**config.mk**
```make
export PLATFORM = sky130hd
export DESIGN_NAME = fetch_decode_buffer
export DESIGN_NICKNAME = d
export VERILOG_FILES = /design/src/rtl/fetch_decode_buffer_pkg.sv /design/src/rtl/fetch_decode_buffer.sv
export SDC_FILE = /design/constraint.sdc
export NUM_CORES = 1
export LEC_CHECK = 0
export CELL_PAD_IN_SITES_DETAIL_PLACEMENT = 0
export CELL_PAD_IN_SITES_GLOBAL_PLACEMENT = 1
export CORE_MARGIN = 2
export CORE_UTILIZATION = 35
export DETAILED_ROUTE_END_ITERATION = 7
export PLACE_DENSITY = 0.8
export SYNTH_ARGS = -nofsm -noshare
export SYNTH_HDL_FRONTEND = slang
export SYNTH_SLANG_ARGS = --single-unit
```
**constraint.sdc**
```tcl
create_clock -name clk -period 2.2 [get_ports clk]
set_input_delay 0.22 -clock clk [delete_from_list [all_inputs] [get_ports clk]]
set_output_delay 0.22 -clock clk [all_outputs]
set_load 0.005 [all_outputs]
```
**src/rtl/fetch_decode_buffer_pkg.sv**
```systemverilog
// Shared pipeline definitions for the fetch/decode boundary: datapath width,
// the instruction word used as a bubble, and the skid-buffer state encoding.
package fetch_decode_buffer_pkg;

  // Default datapath width for PC and instruction fields.
  localparam int XLEN_DEFAULT = 32;

  // Instruction word presented to decode when no entry is valid.
  localparam logic [31:0] NOP_WORD_DEFAULT = 32'h0000_0000;

  // Buffer state. The encoding equals the number of valid entries, so the
  // state register doubles as the occupancy count. 2'b11 is never reached.
  typedef logic [1:0] state_t;

  localparam state_t ST_EMPTY = 2'd0;
  localparam state_t ST_ONE   = 2'd1;
  localparam state_t ST_FULL  = 2'd2;

endpackage : fetch_decode_buffer_pkg

```
**src/rtl/fetch_decode_buffer.sv**
```systemverilog
// Two-entry in-order skid buffer between fetch and decode. Each entry holds
// {pc, pc_plus4, instr}. in_ready depends on registered state only, which
// breaks the ready path between the two stages. A flush drops every entry
// that is not being taken by decode in the same cycle.
module fetch_decode_buffer
  import fetch_decode_buffer_pkg::*;
#(
  parameter int              XLEN     = XLEN_DEFAULT,
  parameter logic [XLEN-1:0] NOP_WORD = XLEN'(NOP_WORD_DEFAULT)
) (
  input  logic            clk,
  input  logic            reset,
  input  logic            in_valid,
  output logic            in_ready,
  input  logic [XLEN-1:0] in_pc,
  input  logic [XLEN-1:0] in_pc_plus4,
  input  logic [XLEN-1:0] in_instr,
  output logic            out_valid,
  input  logic            out_ready,
  output logic [XLEN-1:0] out_pc,
  output logic [XLEN-1:0] out_pc_plus4,
  output logic [XLEN-1:0] out_instr,
  input  logic            flush,
  output logic [1:0]      occupancy
);

  state_t state;

  // Head is the entry shown to decode; tail holds the entry that arrived
  // while decode was stalled.
  logic [XLEN-1:0] head_pc, head_pc_plus4, head_instr;
  logic [XLEN-1:0] tail_pc, tail_pc_plus4, tail_instr;

  logic enq;
  logic deq;

  // Handshakes are derived from registered state only, so there is no
  // combinational path from out_ready to in_ready.
  assign in_ready  = (state != ST_FULL);
  assign out_valid = (state != ST_EMPTY);
  assign occupancy = state;
  assign enq       = in_valid & in_ready;
  assign deq       = out_valid & out_ready;

  // State and entry storage update; reset beats flush, flush beats enq/deq.
  always_ff @(posedge clk) begin
    // NOTE: sequential state uses non-blocking assignments so every register
    // samples the values from before this edge, independent of statement order.
    if (reset) begin
      // NOTE: entry storage is cleared on reset so a freshly reset buffer
      // never holds stale words from before the reset.
      state         <= ST_EMPTY;
      head_pc       <= '0;
      head_pc_plus4 <= '0;
      head_instr    <= NOP_WORD;
      tail_pc       <= '0;
      tail_pc_plus4 <= '0;
      tail_instr    <= NOP_WORD;
    end else if (flush) begin
      // Any entry enqueued this cycle is discarded; a head taken by decode
      // this cycle has already been consumed through deq.
      state <= ST_EMPTY;
    end else begin
      case (state)
        ST_EMPTY: begin
          if (enq) begin
            head_pc       <= in_pc;
            head_pc_plus4 <= in_pc_plus4;
            head_instr    <= in_instr;
            state         <= ST_ONE;
          end
        end
        ST_ONE: begin
          if (enq && deq) begin
            // Head leaves while the new entry arrives: it becomes head.
            head_pc       <= in_pc;
            head_pc_plus4 <= in_pc_plus4;
            head_instr    <= in_instr;
          end else if (enq) begin
            tail_pc       <= in_pc;
            tail_pc_plus4 <= in_pc_plus4;
            tail_instr    <= in_instr;
            state         <= ST_FULL;
          end else if (deq) begin
            state <= ST_EMPTY;
          end
        end
        ST_FULL: begin
          // in_ready is low here, so only a dequeue can change anything.
          if (deq) begin
            head_pc       <= tail_pc;
            head_pc_plus4 <= tail_pc_plus4;
            head_instr    <= tail_instr;
            state         <= ST_ONE;
          end
        end
        default: state <= ST_EMPTY;
      endcase
    end
  end

  // Present the head entry to decode, or a bubble when nothing is valid.
  always_comb begin
    // NOTE: every output gets a default first so no path leaves it unassigned
    // and no latch is inferred.
    out_pc       = '0;
    out_pc_plus4 = '0;
    out_instr    = NOP_WORD;
    if (out_valid) begin
      out_pc       = head_pc;
      out_pc_plus4 = head_pc_plus4;
      out_instr    = head_instr;
    end
  end

endmodule : fetch_decode_buffer
```
After elaboration in Yosys (flattened, before gate mapping) --
Index checks and enable logic that the tools add are counted.
Word-level totals: memory bits (read-only) 0, memories 0, bits of input ports 101, output and inout port bits 100, memory bits (writable) 0, logic and storage cells 48, bits in registers 194, bits in latches 0
Cells by class: $mul 0, shift-type cells 0, equal/unequal tests 8, reduce and logical (&&, ||, !) cells 8, multiplexer cells 21, bitwise gates (word level) 4, magnitude comparators 0, divide/modulo/power cells 0, $add $sub $neg 0
Operator list (number):
- 32-bit 2-to-1 mux | 12
- 32-bit case mux with 3 select lines | 3
- 2-bit 2-to-1 mux | 5
- 2-bit != test, second input constant | 5
- 4-bit AND reduction | 2
- 2-bit case mux with 3 select lines | 1
- 5-bit AND reduction | 1
- 3-bit != test, second input constant | 1
- 3-bit nonzero test | 1
- 1-bit bitwise AND | 2
- 2-bit by 1-bit equality test with 1-bit output, second input constant | 1
- 2-bit equality test, second input constant | 1
- 2-bit zero test | 1
- 1-bit NOT | 2
- 2-bit nonzero test | 1
- 2-bit OR reduction | 1
- 1-bit logical AND | 1

Depth between registers and ports, before layout --
depth after elaboration 6, mapped depth 7, depth with buffers taken out 3

Worst setup path after synthesis --
Ideal clock, no wire load.
path kind register to register, start point register state[1], in the netlist occupancy[1], end point register head_instr[27], arrival time 1.572 ns, data required time 2.119 ns, setup slack 0.547 ns, setup time 0.081 ns, cell stages (with the launch flop) 8, cell sequence dfxtp_1 > mux2_4 > buf_6 > a21o_1 > buf_2 > buf_6 > buf_6 > a211oi_2
On the way: word-level cells in the longest chain between the ends 5, elaborated cells on any way between the ends 14, classes of those cells eq/ne (6); mux (1); bitwise (2); reduce/logical (5)
RTL lines:
- start: declaration | line fetch_decode_buffer.sv:27 | state_t state;
- start signal: assignment | line fetch_decode_buffer.sv:52 | state <= ST_EMPTY;
- start signal: assignment | line fetch_decode_buffer.sv:62 | state <= ST_EMPTY;
- start signal: assignment | line fetch_decode_buffer.sv:70 | state <= ST_ONE;
- 2-bit != test / 2-bit nonzero test (equally long branches) | line fetch_decode_buffer.sv:39, fetch_decode_buffer.sv:40
- 1-bit bitwise AND, on equally long branches | line fetch_decode_buffer.sv:42, fetch_decode_buffer.sv:43
- 1-bit logical AND | line fetch_decode_buffer.sv:74 | if (enq && deq) begin
- 2-bit != test (no source line)
- 5-bit AND reduction (no source line)
- end signal: assignment | line fetch_decode_buffer.sv:69 | head_instr <= in_instr;
- end signal: assignment | line fetch_decode_buffer.sv:78 | head_instr <= in_instr;
- end signal: assignment | line fetch_decode_buffer.sv:93 | head_instr <= tail_instr;
- end: declaration | line fetch_decode_buffer.sv:31 | logic [XLEN-1:0] head_pc, head_pc_plus4, head_instr;
Parallel ways exist; a longest one is shown, timed or not. A chain may end at the register's enable or synchronous reset.

Final worst setup path --
start point register state[0], in the netlist occupancy[0], end point output port out_pc[2]
On the way: word-level cells in the longest chain between the ends 2
RTL lines:
- 2-bit nonzero test | line fetch_decode_buffer.sv:40 | assign out_valid = (state != ST_EMPTY);
- 32-bit 2-to-1 mux | line fetch_decode_buffer.sv:109 | if (out_valid) begin
- end: declaration | line fetch_decode_buffer.sv:20 | output logic [XLEN-1:0] out_pc,
No other way between the ends.

==> flow_summary.yaml <==
timing:
  rsz0062_at_grt: "yes"
  hold_viol: 0
  worst_pin_slew_ns: 0.673
  fin_crit_sh_pct: 98.4
  holdWs_ns: 0.0656
  final_max_slew_viol_count: 0
  min_period_ns: 2.17
  slew_headroom_pct: 55.2
  clock_skew_ns: 0.00723
  setup_viol: 0
  fmax_ghz: 0.462
routing:
  drt_iter0_drc: 691
  drc: 0
  ant_nets: 0
  firstDrtPassIters: 5
  wl_per_cell_um: 18.7
  via_per_inst: 5.53
  drt_wl_total_um: 27800
  vias: 8235
critical_path:
  cp-end-kind: "output port"
  required_ns: 1.98
  r2r_slack_ns: 0.38
  crit_fanout: 61
  r2r_cells: 5
  crit_start: "occupancy[0]"
  arrival_ns: 1.95
  rr_endpoint: "head_pc[10]"
  cp-start-kind: "flip-flop"
  reg2reg_from: "occupancy[1]"
  critPathKind: "flip-flop to output port"
  critical_path.endpoint: "out_pc[2]"
final_layout:
  stdcell_count: 1488
  syn_to_final_growth_pct: 33.4
  drive_gt1_share_pct: 10.9
  fin_nets: 1241
outcome:
  status: "completed"
clock_tree:
  hold_buffers: 0
  numCtsBuffers: 17
  clk_pin_slew_worst_paths_ns: 0.07
  cts_resized: 1
  cts_max_path_buffers: 2
  clock-sinks: 194
  cts.htree.levels: 4
  tritoncts: "done"
  clkLatencyLatePin_ns: 0.42
  clock-root-buffer: "clkbuf_16"
  post_cts.repair.setup_buffers: 0
pwr:
  vdd_drop_max_mv: 0.525
  power_leakage_nw: 4.83
  powerDensity_nw_per_um2: 683
  p_total_w: 0.00842
synth:
  netlist_instances: 1011
  yosys_warnings: 0
  yosysSeqAreaShare_pct: 42.0
  netlist_area_sq_um: 9240
  synthesis.nets: 1112
  syn_avg_cell_area_sq_um: 9.14
  ys_types: 26
  ys_ff_latch: 194
floorplanning:
  placementRows: 59
  die_width_um: 166
  core-area_sq_um: 26000
  die_height_um: 166
  die-area_sq_um: 27700
  num_io_pins: 201
  start_util_pct: 35.6
grt:
  grt_max_degree: 67
  grt_overflow: 0
  grt_pass1_vias: 7969
  antenna_found_initial: 3
  grt_usage_pct: 19.6
  grt_pass1_wl_um: 44700
run:
  maxCapViolations: 0
placement:
  place_congestion: 0.740
  io_buffers: 200
  dp_cells: 1456
  hpwl_um: 17000
min_path:
  worstHoldPathType: "input port to flip-flop"
layout by cell type (no fill, tap or decap), types with 16 or more instances in the layout:
cell type | synthesis | layout
dfxtp_1 | 194 | 194
clkdlybuf4s50_1 | 0 | 190
a211oi_1 | 153 | 153
mux2i_1 | 96 | 96
nand3_1 | 96 | 96
o21ai_0 | 96 | 96
a21oi_1 | 96 | 96
and2_1 | 96 | 91
a211oi_2 | 40 | 40
buf_4 | 2 | 23
clkbuf_16 | 0 | 17
buf_12 | 0 | 16
stage by stage:
stage                     setup slack (ns)  utilization, %  area, sq um  setup TNS (ns)
after global placement               0.163            44.7        11600               0
after detailed placement            0.0803            44.7        11600               0
after CTS                           0.0111            47.3        12300               0
after global routing               -0.0136            47.4        12300         -0.0669
final                               0.0345            47.4        12300               0
after floorplan                      0.547               -         9240               0
layout make-up:
| type | instances | area [sq um] |
|---|---|---|
| Fill cell | 2479 | 13700 |
| Multi-Input combinational cell | 687 | 4840 |
| Sequential cell | 194 | 3880 |
| Timing Repair Buffer | 239 | 2520 |
| Clock buffer | 19 | 453 |
| Tap cell | 335 | 419 |
| Clock inverter | 11 | 200 |
| Inverter | 1 | 5.00 |
| Antenna cell | 2 | 5.00 |
layer usage:
layer	part of all wire [%]	GRT usage (%)	vias to the layer above
li1	-	-	3993
met1	47	27.6	3962
met2	46	30.8	264
met3	6.4	5.11	14
met4	0.80	3.56	2
met5	0.047	0	-
power breakdown:
group | switching, W | leakage, nW | internal, W | total, W
Combinational | 0.000622 | 2.93 | 0.000555 | 0.00118
Sequential | 0.0000884 | 1.58 | 0.00368 | 0.00377
Clock | 0.00138 | 0.318 | 0.00208 | 0.00347
Total | 0.00209 | 4.83 | 0.00632 | 0.00842
state kept, by name, indices dropped and copies added (netlist names):
signal         cells
head_instr        32
head_pc           32
head_pc_plus4     32
occupancy          2
tail_instr        32
tail_pc           32
tail_pc_plus4     32
kinds of logic (layout without fill, tap and decap cells):
| kind of cell | Yosys count | after routing | share of synthesized area, % |
|---|---|---|---|
| multiplexers | 97 | 97 | 10.6 |
| AO/OA/AOI/OAI | 388 | 388 | 28.5 |
| buffers and inverters | 130 | 270 | 6.34 |
| other | 0 | 2 | 0 |
| AND/OR/NAND/NOR | 202 | 202 | 12.6 |
| flip-flops | 194 | 194 | 42.0 |
critical path, stage by stage, from the launching register on:
cell and delay [ns]:
dfxtp_1 0.31, or2_2 0.33, buf_12 0.19, and2_1 0.20, clkdlybuf4s50_1 0.46
synth_stat cells (all sizes together):
cell type | count | share of area [%]
nand2b | 2 | 0.14
buf | 43 | 2.8
mux2i | 96 | 10
a211oi | 193 | 18
nand3b | 1 | 0.081
a2111oi | 1 | 0.095
or3b | 1 | 0.095
or2 | 1 | 0.068
nor2 | 1 | 0.068
a21oi | 96 | 5.2
a21o | 2 | 0.16
nor4bb | 1 | 0.11
mux2 | 1 | 0.16
and2 | 96 | 6.5
nand2 | 1 | 0.041
clkbuf | 86 | 3.5
and4bb | 1 | 0.14
dfxtp | 194 | 42
nand3 | 96 | 5.2
clkinv | 1 | 0.041
o21ai | 96 | 5.2
nand4bb | 1 | 0.12
worst min-delay path by stage:
stage / from / end / slack [ns] / depth (start not counted)
after floorplan: out_ready / occupancy[1] / 0.31 / 1
after global placement: tail_pc_plus4[3] / tail_pc_plus4[3] / 0.46 / 2
after detailed placement: tail_pc[21] / tail_pc[21] / 0.47 / 2
after CTS: flush / occupancy[0] / 0.05 / 2
after global routing: flush / occupancy[0] / 0.05 / 2
final: flush / occupancy[0] / 0.07 / 2
Power figures use the tool's default switching activity.
